## src/rtl/i2cs_reg.sv

```systemverilog
// i2cs_reg: I2C target that bridges master transactions to a byte-wide register bus.
// SCL/SDA are synchronised and deglitched on i_clk; SCL is never stretched.
module i2cs_reg #(
  parameter logic [6:0] SLV_ADDR   = 7'h50,
  parameter int         REG_ADDR_W = 8,
  parameter int         FILT_LEN   = 4
) (
  input  logic                  i_clk,
  input  logic                  i_rst_n,
  input  logic                  i_scl,
  input  logic                  i_sda,
  output logic                  o_sda_oe,
  output logic                  o_wr_en,
  output logic [REG_ADDR_W-1:0] o_wr_addr,
  output logic [7:0]            o_wr_data,
  output logic                  o_rd_en,
  output logic [REG_ADDR_W-1:0] o_rd_addr,
  input  logic [7:0]            i_rd_data,
  output logic                  o_busy,
  output logic                  o_stop
);

  typedef enum logic [3:0] {
    S_IDLE,
    S_ADDR,
    S_ADDR_ACK,
    S_REG_PTR,
    S_WR_DATA,
    S_WR_ACK,
    S_RD_LOAD,
    S_RD_DATA,
    S_RD_ACK,
    S_IGNORE
  } state_t;

  localparam logic [3:0]            FILT_MAX = 4'(FILT_LEN - 1);
  localparam logic [REG_ADDR_W-1:0] PTR_ONE  = 1;

  // Line index 0 is SCL, index 1 is SDA.
  logic [1:0] sync_1, sync_2, filt, filt_d;
  logic [3:0] filt_cnt [2];

  logic scl_rise, scl_fall, start_det, stop_det;

  state_t                  state, state_n;
  logic [2:0]              bit_cnt, bit_cnt_n;
  logic [7:0]              shift, shift_n;
  logic [REG_ADDR_W-1:0]   ptr, ptr_n;
  logic                    rw, rw_n;
  logic                    rd_pend;
  logic                    sda_oe_n, busy_n, stop_n;
  logic                    wr_en_n, rd_en_n;
  logic [REG_ADDR_W-1:0]   wr_addr_n, rd_addr_n;
  logic [7:0]              wr_data_n;
  logic [7:0]              rx_byte;

  // A new level is accepted only after FILT_LEN consecutive differing samples.
  always_ff @(posedge i_clk or negedge i_rst_n) begin
    if (!i_rst_n) begin
      sync_1      <= 2'b11;
      sync_2      <= 2'b11;
      filt        <= 2'b11;
      filt_d      <= 2'b11;
      filt_cnt[0] <= '0;
      filt_cnt[1] <= '0;
    end else begin
      sync_1 <= {i_sda, i_scl};
      sync_2 <= sync_1;
      filt_d <= filt;
      for (int i = 0; i < 2; i++) begin
        if (sync_2[i] == filt[i]) begin
          filt_cnt[i] <= '0;
        end else if (filt_cnt[i] == FILT_MAX) begin
          filt[i]     <= sync_2[i];
          filt_cnt[i] <= '0;
        end else begin
          filt_cnt[i] <= filt_cnt[i] + 4'd1;
        end
      end
    end
  end

  assign scl_rise  = filt[0] & ~filt_d[0];
  assign scl_fall  = ~filt[0] & filt_d[0];
  assign start_det = filt[0] & filt_d[0] & filt_d[1] & ~filt[1];
  assign stop_det  = filt[0] & filt_d[0] & ~filt_d[1] & filt[1];
  assign rx_byte   = {shift[6:0], filt[1]};

  always_ff @(posedge i_clk or negedge i_rst_n) begin
    if (!i_rst_n) begin
      state     <= S_IDLE;
      bit_cnt   <= '0;
      shift     <= '0;
      ptr       <= '0;
      rw        <= 1'b0;
      rd_pend   <= 1'b0;
      o_sda_oe  <= 1'b0;
      o_busy    <= 1'b0;
      o_stop    <= 1'b0;
      o_wr_en   <= 1'b0;
      o_wr_addr <= '0;
      o_wr_data <= '0;
      o_rd_en   <= 1'b0;
      o_rd_addr <= '0;
    end else begin
      state     <= state_n;
      bit_cnt   <= bit_cnt_n;
      shift     <= shift_n;
      ptr       <= ptr_n;
      rw        <= rw_n;
      rd_pend   <= o_rd_en;
      o_sda_oe  <= sda_oe_n;
      o_busy    <= busy_n;
      o_stop    <= stop_n;
      o_wr_en   <= wr_en_n;
      o_wr_addr <= wr_addr_n;
      o_wr_data <= wr_data_n;
      o_rd_en   <= rd_en_n;
      o_rd_addr <= rd_addr_n;
    end
  end

  // START/STOP override bit handling; ACK slots drive on one fall, release on the next.
  always_comb begin
    state_n   = state;
    bit_cnt_n = bit_cnt;
    shift_n   = shift;
    ptr_n     = ptr;
    rw_n      = rw;
    sda_oe_n  = o_sda_oe;
    busy_n    = o_busy;
    stop_n    = 1'b0;
    wr_en_n   = 1'b0;
    wr_addr_n = o_wr_addr;
    wr_data_n = o_wr_data;
    rd_en_n   = 1'b0;
    rd_addr_n = o_rd_addr;

    if (rd_pend) shift_n = i_rd_data;

    if (stop_det) begin
      state_n   = S_IDLE;
      bit_cnt_n = '0;
      sda_oe_n  = 1'b0;
      busy_n    = 1'b0;
      stop_n    = o_busy;
    end else if (start_det) begin
      state_n   = S_ADDR;
      bit_cnt_n = '0;
      sda_oe_n  = 1'b0;
    end else begin
      case (state)
        S_ADDR: begin
          if (scl_rise) begin
            shift_n   = rx_byte;
            bit_cnt_n = bit_cnt + 3'd1;
            if (bit_cnt == 3'd7) begin
              if (rx_byte[7:1] == SLV_ADDR) begin
                state_n = S_ADDR_ACK;
                busy_n  = 1'b1;
                rw_n    = rx_byte[0];
              end else begin
                state_n = S_IGNORE;
                busy_n  = 1'b0;
              end
            end
          end
        end

        S_ADDR_ACK: begin
          if (scl_fall && !o_sda_oe) begin
            sda_oe_n = 1'b1;
          end else if (scl_fall && o_sda_oe) begin
            sda_oe_n = 1'b0;
            state_n  = S_REG_PTR;
          end else if (scl_rise && o_sda_oe && rw) begin
            rd_en_n   = 1'b1;
            rd_addr_n = ptr;
            state_n   = S_RD_LOAD;
          end
        end

        S_REG_PTR: begin
          if (scl_rise) begin
            shift_n   = rx_byte;
            bit_cnt_n = bit_cnt + 3'd1;
            if (bit_cnt == 3'd7) begin
              ptr_n   = REG_ADDR_W'(rx_byte);
              state_n = S_WR_ACK;
            end
          end
        end

        S_WR_DATA: begin
          if (scl_rise) begin
            shift_n   = rx_byte;
            bit_cnt_n = bit_cnt + 3'd1;
            if (bit_cnt == 3'd7) begin
              wr_en_n   = 1'b1;
              wr_addr_n = ptr;
              wr_data_n = rx_byte;
              ptr_n     = ptr + PTR_ONE;
              state_n   = S_WR_ACK;
            end
          end
        end

        S_WR_ACK: begin
          if (scl_fall) begin
            if (!o_sda_oe) begin
              sda_oe_n = 1'b1;
            end else begin
              sda_oe_n = 1'b0;
              state_n  = S_WR_DATA;
            end
          end
        end

        // The fall that ends an ACK slot puts the first data bit on the bus.
        S_RD_LOAD: begin
          if (scl_fall) begin
            sda_oe_n = ~shift[7];
            shift_n  = {shift[6:0], 1'b0};
            state_n  = S_RD_DATA;
          end
        end

        S_RD_DATA: begin
          if (scl_rise) begin
            bit_cnt_n = bit_cnt + 3'd1;
          end else if (scl_fall) begin
            if (bit_cnt == 3'd0) begin
              sda_oe_n = 1'b0;
              state_n  = S_RD_ACK;
            end else begin
              sda_oe_n = ~shift[7];
              shift_n  = {shift[6:0], 1'b0};
            end
          end
        end

        S_RD_ACK: begin
          if (scl_rise) begin
            if (!filt[1]) begin
              ptr_n     = ptr + PTR_ONE;
              rd_en_n   = 1'b1;
              rd_addr_n = ptr + PTR_ONE;
              state_n   = S_RD_LOAD;
            end else begin
              state_n = S_IGNORE;
            end
          end
        end

        default: begin
        end
      endcase
    end
  end

endmodule
```

## config.mk

```make
export PLATFORM = sky130hd
export DESIGN_NAME = i2cs_reg
export DESIGN_NICKNAME = d
export VERILOG_FILES = /design/src/rtl/i2cs_reg.sv
export SDC_FILE = /design/constraint.sdc
export NUM_CORES = 1
export LEC_CHECK = 0
export BUFFER_PORTS_ARGS = -buffer_cell sky130_fd_sc_hd__clkbuf_2
export CAP_MARGIN = 10
export CORE_MARGIN = 4
export CORE_UTILIZATION = 46
export DETAILED_ROUTE_END_ITERATION = 12
export PLACE_DENSITY_LB_ADDON = 0.08
export SYNTH_ARGS = -nofsm -noshare
export SYNTH_HDL_FRONTEND = slang
export SYNTH_SLANG_ARGS = --single-unit
```

## constraint.sdc

```tcl
create_clock -name i_clk -period 2.69 [get_ports i_clk]
set_input_delay 0 -clock i_clk [delete_from_list [all_inputs] [get_ports i_clk]]
set_output_delay 0 -clock i_clk [all_outputs]
set_load 0.005 [all_outputs]
```

==> flow_summary.json, run 1 <==
{
  "drive_gt1_share_pct": 21.1,
  "placed_cells": 506,
  "synthSimpleGateAreaFrac_pct": 23.5,
  "synth_flop_cell": "dfrtp_1",
  "final.period_utilization_pct": 80.8,
  "start_util_pct": 46.9,
  "die_area_um2": 9330,
  "cts_root_buf": "clkbuf_8",
  "tritoncts": "done",
  "core_um2": 7690,
  "hpwl_um": 5840,
  "r2r_cells": 7,
  "power_uw": 4150,
  "grt_pass1_vias": 2737,
  "crit_path_max_incr_delay_ns": 0.50,
  "syn-num-nets": 394,
  "synth_mux_area_share_pct": 4.72,
  "overflow": 0,
  "clkPwrFrac_pct": 20.9,
  "nFillCells": 731,
  "final_antenna_net_count": 0,
  "cts_buffer_depth": 2,
  "hold_viol_final": 0,
  "yosysWarnings": 0,
  "ys_ff_latch": 70,
  "path_clk_slew_ns": 0.07,
  "final_cells": 533,
  "htreeDepth": 3,
  "slowest_stage": "a222oi_1",
  "clock-sinks": 70,
  "timing.critical_path.mode_cell": "ha_1",
  "crit_required_ns": 2.95,
  "core.rowCount": 32,
  "viasPerCell": 5.30,
  "vias": 2825,
  "status": "completed",
  "switching_share_pct": 38.6,
  "gp_congestion": 0.914,
  "setup_viol": 0,
  "synth_area_um2": 3610,
  "placed_area_um2": 3910,
  "peakVddDrop_v": 0.000496,
  "portBuffers": 40,
  "yosysUniqueCellTypes": 62,
  "clk_latency_ns": 0.34,
  "internal_power_uw": 2540,
  "pwr-share-seq_pct": 42.0,
  "netlist_instances": 376,
  "fin_nets": 444,
  "worstMarginPinSlew_ns": 0.978,
  "ys_seq_area_share_pct": 48.8,
  "synth_edf_count": 0,
  "slew_headroom_pct": 34.4,
  "finalCriticalPeriod_ns": 2.17,
  "first_pass_iters": 4,
  "cp_cell_sequence": "ha_1 > ha_1 > nand3b_1 > a222oi_1 > o221ai_2 > a21oi_1 > a2bb2oi_1",
  "fin_area_um2": 4220,
  "r2r_start": "bit_cnt[0]",
  "switchingPower_uw": 1600,
  "synthArstFlopShare_pct": 100,
  "synth_xor_area_share_pct": 3.16,
  "cp-startpoint": "bit_cnt[0]",
  "grt_max_degree": 41,
  "antenna_found_initial": 0,
  "finClkSkew_ns": 0.00652,
  "synth-adder-area-share_pct": 2.08,
  "p_per_area_nw_per_um2": 981,
  "wl_um": 8180,
  "grt_pass1_wl_um": 13700,
  "crit_type": "reg -> reg",
  "ff2ff_setup_slack_ns": 0.52,
  "cts_made_buffers": 9,
  "dieHeight_um": 96.6,
  "wl_per_cell_um": 15.3,
  "leakagePower_uw": 0.00191,
  "final_core_util_pct": 54.9,
  "synth_top_family_by_area": "simple AND/OR/NAND/NOR gates",
  "critical_path_peak_fanout": 8,
  "first_iter_violations": 163,
  "pwr-share-comb_pct": 37.1,
  "slew_viol_final": 0,
  "max-cap-violations": 0,
  "worstHoldStart": "i_sda",
  "syn_to_final_growth_pct": 17.1,
  "fmax_ghz": 0.460,
  "grt_usage_pct": 19.2,
  "synth_area_per_cell_um2": 9.60,
  "rsz0062_at_grt": "false",
  "cp.arrival_ns": 2.44,
  "die_width_um": 96.6,
  "pin_count": 41,
  "worst_setup_path_start_kind": "register",
  "finalSetupTns_ns": 0,
  "min_path_cells": 2,
  "cp-end-kind": "register",
  "synth_compound_area_share_pct": 13.9,
  "drcViolationCount": 0,
  "hp-class": "in -> reg",
  "antenna_cells": 0
}
area by class of cell:
type                    instances  area, um^2  share of cell area (%)
clock buffers                  13         159                    3.76
clock inverters                 3        42.5                    1.01
inverters                       9        33.8                   0.800
multi-input cells             276        1710                    40.5
flip-flops and latches         70        1760                    41.7
well taps                     102         128                    3.02
repair buffers                 60         390                    9.24
synthesized netlist by cell type, drive strengths merged (4+ instances only):
cell type | number | area (um^2)
a21oi | 24 | 120
and3 | 5 | 31.3
buf | 11 | 66.3
clkbuf | 10 | 37.5
dfrtp | 62 | 1550
dfstp | 8 | 210
ha | 6 | 75.1
inv | 9 | 33.8
mux2 | 5 | 60.1
mux2i | 11 | 110
nand2 | 68 | 255
nand2b | 9 | 56.3
nand3 | 8 | 40.0
nand3b | 8 | 60.1
nor2 | 33 | 124
nor2b | 5 | 31.3
nor4b | 4 | 71.3
o21ai | 23 | 134
o22ai | 5 | 31.3
xnor2 | 8 | 70.1
xor2 | 5 | 43.8
power by group through the flow:
stage | sequential, uW | clock [uW] | combinational [uW]
global route | 1790 | 937 | 1740
floorplan | 1540 | 0 | 1290
global placement | 1750 | 0 | 1520
CTS | 1730 | 902 | 1540
finish | 1740 | 867 | 1540
detailed placement | 1750 | 0 | 1520
metal layers:
layer	track usage (%)	vias up	part of all wire, %
li1	-	1406	-
met1	28.4	1352	49
met2	27.5	63	45
met3	4.26	4	5.1
met4	6.66	0	0.54
met5	0	-	0
worst max-delay path: cells and delay by family, from the launching register on:
family	cells	cell delay [ns]
fa+ha+maj	2	0.36
flops	1	0.36
compound gates	4	1.15
simple gates	1	0.23
logic make-up after synthesis:
family / count (synthesis)
AO/OA/AOI/OAI: 77
AND/OR/NAND/NOR: 164
flip-flops: 70
adder cells (fa/ha/maj): 6
buffers and inverters: 30
XOR/XNOR: 13
multiplexers: 16
metrics by stage:
step                setup WS (ns)  hold slack [ns]
floorplan                   0.673           -0.296
global placement            0.557           0.0894
detailed placement          0.555           0.0905
CTS                         0.527            0.263
global route                0.330            0.291
finish                      0.517            0.292
worst paths after layout:
check                                    to
worst max register to register       ptr[3]
max in group asynchronous           filt[1]
worst min register to register    sync_2[1]
worst min-delay path              sync_1[1]
min in group asynchronous       filt_cnt[3]
worst max-delay path                 ptr[3]
state kept, by name, indices dropped and copies added (netlist names):
| register | count |
|---|---|
| o_busy | 1 |
| ptr | 8 |
| filt | 2 |
| o_rd_en | 1 |
| o_rd_addr | 8 |
| o_wr_en | 1 |
| o_wr_data | 8 |
| bit_cnt | 3 |
| sync_1 | 2 |
| state | 4 |
| rw | 1 |
| rd_pend | 1 |
| o_sda_oe | 1 |
| sync_2 | 2 |
| o_stop | 1 |
| filt_cnt | 8 |
| filt_d | 2 |
| o_wr_addr | 8 |
| shift | 8 |
repair_timing:
item | CTS | global route
resized for setup | 0 | 0
endpoints found under the hold margin | 42 | 0
setup buffers | 0 | 0
hold buffers | 11 | 0
cells in the final DEF, fill, tap and decap left out, types with 3 or more instances in the layout:
cell type       n
nand2_1        68
dfrtp_1        62
clkbuf_2       39
nor2_1         33
a21oi_1        24
o21ai_0        15
mux2i_1        11
clkbuf_8       11
dlygate4sd3_1  11
nand2b_1        9
nand3b_1        8
xnor2_1         8
inv_1           8
nand3_1         8
dfstp_2         8
buf_4           8
ha_1            6
nor2b_1         5
xor2_1          5
o22ai_1         5
and3_1          5
o21ai_1         5
mux2_2          4
nor3b_1         3
nor3_1          3
or3_1           3
and2_1          3
and3b_1         3
No activity file was read; power rests on OpenSTA's default activity.
==> run 2: changes to the inputs <==
--- a/config.mk
+++ b/config.mk
@@ -5,6 +5,7 @@
 export SDC_FILE = /design/constraint.sdc
 export NUM_CORES = 1
 export LEC_CHECK = 0
+export ABC_AREA = 1
 export BUFFER_PORTS_ARGS = -buffer_cell sky130_fd_sc_hd__clkbuf_2
 export CAP_MARGIN = 10
 export CORE_MARGIN = 4
==> constraint.sdc (replaced) <==
create_clock -name i_clk -period 1.8 [get_ports i_clk]
set_input_delay 0 -clock i_clk [delete_from_list [all_inputs] [get_ports i_clk]]
set_output_delay 0 -clock i_clk [all_outputs]
set_load 0.005 [all_outputs]
==> run 2 against run 1 <==
Final area up 6.1%; utilization up 5.5 points; register-to-register slack worse by 0.41 ns; critical endpoint is now shift[4]; largest cell class unchanged.
==> flow_summary.json, run 2 <==
{
  "finalSetupTns_ns": 0,
  "syn_to_final_growth_pct": 25.6,
  "fin_nets": 543,
  "r2r_cells": 9,
  "post-synth-top-count-cell": "nand2_1",
  "hold_viol_final": 0,
  "crit_required_ns": 2.09,
  "worstMarginPinSlew_ns": 0.441,
  "critical_path_peak_fanout": 14,
  "rsz0062_at_grt": "true",
  "drcViolationCount": 0,
  "cp.arrival_ns": 1.98,
  "slew_viol_final": 0,
  "dieHeight_um": 96.1,
  "tritoncts": "done",
  "grt_pass1_vias": 2925,
  "leakagePower_uw": 0.00228,
  "portBuffers": 40,
  "p_per_area_nw_per_um2": 1650,
  "final_antenna_net_count": 0,
  "start_util_pct": 48.2,
  "overflow": 0,
  "final_cell_mix": "nand2_1 (124), dfrtp_1 (60), inv_1 (39), clkbuf_2 (39), o21ai_0 (35)",
  "final.period_utilization_pct": 94.1,
  "first_iter_violations": 150,
  "yosysUniqueCellTypes": 32,
  "core_um2": 7410,
  "synth_top_area_share_pct": 43.5,
  "max-cap-violations": 0,
  "ys_ff_latch": 70,
  "htreeDepth": 3,
  "grt_pass1_wl_um": 13800,
  "pin_count": 41,
  "cts_root_buf": "clkbuf_8",
  "path_clk_slew_ns": 0.08,
  "core.rowCount": 31,
  "synth_area_leaders": "dfrtp_1 (43%), nand2_1 (13%), dfstp_2 (5.9%), o21ai_0 (5.0%), inv_1 (4.3%)",
  "antenna_cells": 0,
  "first_pass_iters": 4,
  "grt_max_degree": 71,
  "finalCriticalPeriod_ns": 1.69,
  "nFillCells": 689,
  "cp_cell_sequence": "inv_4 > nor2_4 > buf_4 > buf_4 > nand2_2 > o21ai_4 > buf_12 > nand3_1 > o21ai_1",
  "peakVddDrop_v": 0.000748,
  "timing.hold.ws_ns": 0.105,
  "die_width_um": 96.1,
  "timing.critical_path.mode_cell": "buf_4",
  "cp-end-kind": "register",
  "synthArstFlopShare_pct": 100,
  "synth_flop_cell": "dfrtp_1",
  "switching_share_pct": 42.6,
  "layout_commonest_cell": "nand2_1",
  "hp-class": "in -> reg",
  "die_area_um2": 9230,
  "clk_latency_ns": 0.36,
  "fmax_ghz": 0.590,
  "syn-num-nets": 461,
  "gp_congestion": 0.898,
  "internal_power_uw": 4260,
  "pwr-share-seq_pct": 33.6,
  "viasPerCell": 4.93,
  "cts_made_buffers": 9,
  "hpwl_um": 5950,
  "vias": 3098,
  "drive_gt1_share_pct": 25.1,
  "yosys-top-cells-count": "nand2_1 (125), dfrtp_1 (62), inv_1 (41), nor2_1 (38), o21ai_0 (36)",
  "clock-sinks": 70,
  "finClkSkew_ns": 0.0105,
  "synth_edf_count": 0,
  "yosysWarnings": 0,
  "worst_setup_path_start_kind": "register",
  "clkPwrFrac_pct": 20.0,
  "pwr-share-comb_pct": 46.5,
  "antenna_found_initial": 1,
  "synth_area_um2": 3570,
  "grt_usage_pct": 19.5,
  "setup_viol": 0,
  "netlist_instances": 443,
  "min_path_cells": 5,
  "slew_headroom_pct": 70.4,
  "crit_path_max_incr_delay_ns": 0.63,
  "wl_per_cell_um": 13.2,
  "wl_um": 8310,
  "ys_seq_area_share_pct": 49.4,
  "synth_area_per_cell_um2": 8.06,
  "slowest_stage": "dfstp_2",
  "yosysTopAreaCell": "dfrtp_1",
  "status": "completed",
  "cts_buffer_depth": 2,
  "crit_type": "reg -> reg",
  "switchingPower_uw": 3160
}
-- run 2: changes by cell type in the layout (fill, tap and decap cells not counted), sizes merged, moves of 5 or more --
cell	delta
buf	+19
inv	+41
nor2b	-5
nand4	+5
nand2b	-9
nand3b	-7
o21ai	+37
nand2	+65
and3	-5
nand3	+22
nor2	+12
mux2	-5
a21oi	-10
mux2i	-10
-- run 2: layout make-up --
cell class,count,area (um^2),share of cell area (%)
Sequential cell,70,1760,39.4
Clock inverter,5,81.3,1.82
Multi-Input combinational cell,316,1610,35.9
Clock buffer,11,151,3.38
Timing Repair Buffer,78,561,12.5
Tap cell,99,124,2.76
Inverter,50,193,4.30
-- run 2: layer usage --
metal / vias to the layer above / share of wire, % / global-route usage [%]
met2: 60 / 43 / 28.7
met1: 1437 / 51 / 28.8
li1: 1592 / - / -
met5: - / 0 / 0
met4: 0 / 1.2 / 7.11
met3: 9 / 4.5 / 3.21
-- run 2: power by group through the flow --
stage          clock network, uW  registers [uW]  logic, uW
6_report                    1480            2490       3440
5_1_grt                     1570            2550       3950
4_1_cts                     1500            2460       3230
3_5_place_dp                   0            2490       3200
3_3_place_gp                   0            2480       3160
2_1_floorplan                  0            2400       2270
-- run 2: worst max-delay path: cells and delay by family, from the launching register on --
family,cells,cell delay [ns]
AOI/OAI and AO/OA,2,0.18
buffers and inverters,4,0.47
DFF,1,0.63
and+or+nand+nor,3,0.35
-- run 2: final timing paths --
| check | startpoint | end | slack, ns |
|---|---|---|---|
| setup / recovery | filt[0] | shift[4] | 0.11 |
| max in group asynchronous | i_rst_n | state[3] | 1.27 |
| hold / removal | i_rd_data[0] | shift[0] | 0.10 |
| min in group asynchronous | i_rst_n | o_sda_oe | 0.19 |
| setup reg to reg | filt[0] | shift[4] | 0.11 |
| hold reg to reg | sync_1[0] | sync_2[0] | 0.36 |
-- run 2: stage by stage --
stage	cell area [um^2]	setup WS [ns]	total power, uW	utilization [%]	std cells
4_1_cts	4380	0.0244	7190	59.1	623
3_5_place_dp	4050	0.0511	5680	54.7	597
3_3_place_gp	4050	0.0627	5640	54.7	597
6_report	4480	0.106	7410	60.5	629
5_1_grt	4480	-0.0509	8060	60.5	629
2_1_floorplan	3570	0.251	4670	-	443
-- run 2: cell families (layout without fill, tap and decap cells) --
logic type | Yosys count | after routing | share of synthesized area [%]
AO/OA/AOI/OAI | 80 | 80 | 12.2
buffers and inverters | 57 | 144 | 6.63
XOR/XNOR | 12 | 12 | 2.95
adder cells (fa/ha/maj) | 6 | 6 | 2.10
AND/OR/NAND/NOR | 217 | 217 | 26.5
multiplexers | 1 | 1 | 0.281
flip-flops | 70 | 70 | 49.4
-- run 2: what timing repair did --
| item | 4_1_cts | 5_1_grt |
|---|---|---|
| endpoints found under the hold margin | 79 | 0 |
| buffers inserted | 0 | 6 |
| hold buffers | 10 | 0 |
| endpoints found under the setup margin | 0 | 43 |
| resized for setup | 0 | 15 |
==> run 3: changes to the inputs <==
--- a/config.mk
+++ b/config.mk
@@ -8,10 +8,9 @@
 export ABC_AREA = 1
 export BUFFER_PORTS_ARGS = -buffer_cell sky130_fd_sc_hd__clkbuf_2
 export CAP_MARGIN = 10
-export CORE_MARGIN = 4
 export CORE_UTILIZATION = 46
 export DETAILED_ROUTE_END_ITERATION = 12
-export PLACE_DENSITY_LB_ADDON = 0.08
+export PLACE_DENSITY = 0.68
 export SYNTH_ARGS = -nofsm -noshare
 export SYNTH_HDL_FRONTEND = slang
 export SYNTH_SLANG_ARGS = --single-unit
==> run 3 against run 2 <==
Clock-buffer cell count fell by 1; sequential share of layout area rose by 0.66 points; flip-flop and latch count unchanged; worst setup slack gained 0.030 ns; sequential power is essentially flat; final area is 1.5% lower; total power is 2.7% lower; utilization shrank 0.60 points; combinational power about the same; maximum frequency increased by 1.8%.
==> flow_summary.json, run 3 (same netlist as run 2, synthesis figures left out) <==
{
  "start_util_pct": 48.4,
  "peakVddDrop_v": 0.000862,
  "seq_area_um2": 1770,
  "grt_usage_pct": 22.7,
  "finalCriticalPeriod_ns": 1.66,
  "worstMarginPinSlew_ns": 0.360,
  "slew_headroom_pct": 75.7,
  "viasPerCell": 5.05,
  "crit_required_ns": 2.03,
  "hold_viol_final": 0,
  "status": "completed",
  "critical_path_peak_fanout": 6,
  "setup_viol": 0,
  "wl_um": 8620,
  "path_clk_slew_ns": 0.08,
  "core.rowCount": 31,
  "final.setup.worst_slack_ns": 0.136,
  "rsz0062_at_grt": "true",
  "antenna_found_initial": 0,
  "tritoncts": "done",
  "cp.arrival_ns": 1.89,
  "placed_area_um2": 4050,
  "core_um2": 7370,
  "fin_area_um2": 4410,
  "leakagePower_uw": 0.00226,
  "antenna_cells": 0,
  "dp_slack_ns": 0.0128,
  "dieHeight_um": 90.1,
  "grt_pass1_wl_um": 14600,
  "p_per_area_nw_per_um2": 1630,
  "htreeDepth": 3,
  "wl_per_cell_um": 13.8,
  "drcViolationCount": 0,
  "layout_commonest_cell": "nand2_1",
  "crit_type": "reg -> reg",
  "switching_share_pct": 44.0,
  "syn_to_final_growth_pct": 23.7,
  "die_area_um2": 8110,
  "first_pass_iters": 4,
  "worst_setup_path_start_kind": "register",
  "multi_input_area_um2": 1600,
  "switchingPower_uw": 3180,
  "fin_nets": 540,
  "cts_made_buffers": 9,
  "die_width_um": 90.1,
  "final_antenna_net_count": 0,
  "finClkSkew_ns": 0.00763,
  "clk_latency_ns": 0.34,
  "clock-sinks": 70,
  "grt_max_degree": 36,
  "grt_pass1_vias": 3096,
  "nFillCells": 694,
  "final_cell_mix": "nand2_1 (125), dfrtp_1 (58), inv_1 (40)",
  "pwr-share-comb_pct": 47.6,
  "gp_congestion": 0.892,
  "hpwl_um": 6370,
  "vias": 3162,
  "drive_gt1_share_pct": 24.9,
  "cts_buffer_depth": 2,
  "overflow": 0,
  "internal_power_uw": 4040,
  "hp-class": "in -> reg",
  "fmax_ghz": 0.601,
  "power_uw": 7210,
  "cp-end-kind": "register",
  "max-cap-violations": 0,
  "first_iter_violations": 114,
  "timing.hold.ws_ns": 0.0151,
  "portBuffers": 40,
  "cts_root_buf": "clkbuf_8",
  "final.period_utilization_pct": 92.4,
  "pwr-share-seq_pct": 34.6,
  "slew_viol_final": 0,
  "pin_count": 41,
  "clkPwrFrac_pct": 17.8
}
run 3: changes by cell type in the layout (fill, tap and decap cells not counted), sizes merged:
cell | before | now
bufinv | 2 | 1
clkinv | 2 | 4
clkbuf | 50 | 49
dlygate4sd3 | 10 | 9
buf | 29 | 27
run 3: cell type report:
| class | instances | area share [%] |
|---|---|---|
| multi-input combinational | 316 | 36.2 |
| clock buffer | 10 | 3.12 |
| clock inverter | 6 | 1.39 |
| timing repair buffer | 75 | 12.1 |
| sequential | 70 | 40.0 |
| tap | 99 | 2.81 |
| inverter | 50 | 4.31 |
run 3: worst paths after layout:
kind                            cells after the start  slack, ns            to         start
worst max-delay path                                9       0.14      state[0]       filt[0]
worst min-delay path                                3       0.02      shift[6]  i_rd_data[6]
worst max register to register                      9       0.14      state[0]       filt[0]
worst min register to register                      0       0.36     sync_2[0]     sync_1[0]
max in group asynchronous                           3       1.21     sync_1[0]       i_rst_n
min in group asynchronous                           2       0.07  o_rd_addr[6]       i_rst_n
run 3: critical path, stage by stage, from the launching register on:
cell	delay, ns
dfstp_2	0.61
nand4_2	0.19
nand2_2	0.15
inv_2	0.06
nand3_1	0.07
nand2_1	0.09
nor2_4	0.17
nand2_2	0.10
nand2_1	0.07
nand2_1	0.05
run 3: through the flow:
| stage | cells | util [%] | setup TNS [ns] |
|---|---|---|---|
| after floorplan | 443 | - | 0 |
| after global placement | 597 | 54.9 | 0 |
| after detailed placement | 597 | 54.9 | 0 |
| after CTS | 623 | 59.1 | 0 |
| after global routing | 626 | 59.9 | -0.0272 |
| final | 626 | 59.9 | 0 |
run 3: what timing repair did:
item	in CTS	in global routing
hold endpoints to repair	70	0
buffers inserted	1	3
hold buffers	9	0
setup endpoints to repair	4	27
cloned	0	0
resized for setup	0	12
pin swaps	1	3
run 3: power groups by stage:
stage / sequential (uW) / combinational [uW] / clock [uW]
after floorplan: 2400 / 2270 / 0
after global placement: 2480 / 3220 / 0
after detailed placement: 2490 / 3270 / 0
final: 2500 / 3430 / 1290
after CTS: 2470 / 3350 / 1320
after global routing: 2550 / 3880 / 1380
run 3: layer usage:
layer	vias to the layer above	share of wire [%]	GRT usage, %
li1	1595	-	-
met5	-	0	0
met4	0	1.3	8.06
met1	1478	44	27.5
met3	12	3.6	4.57
met2	77	51	39.9
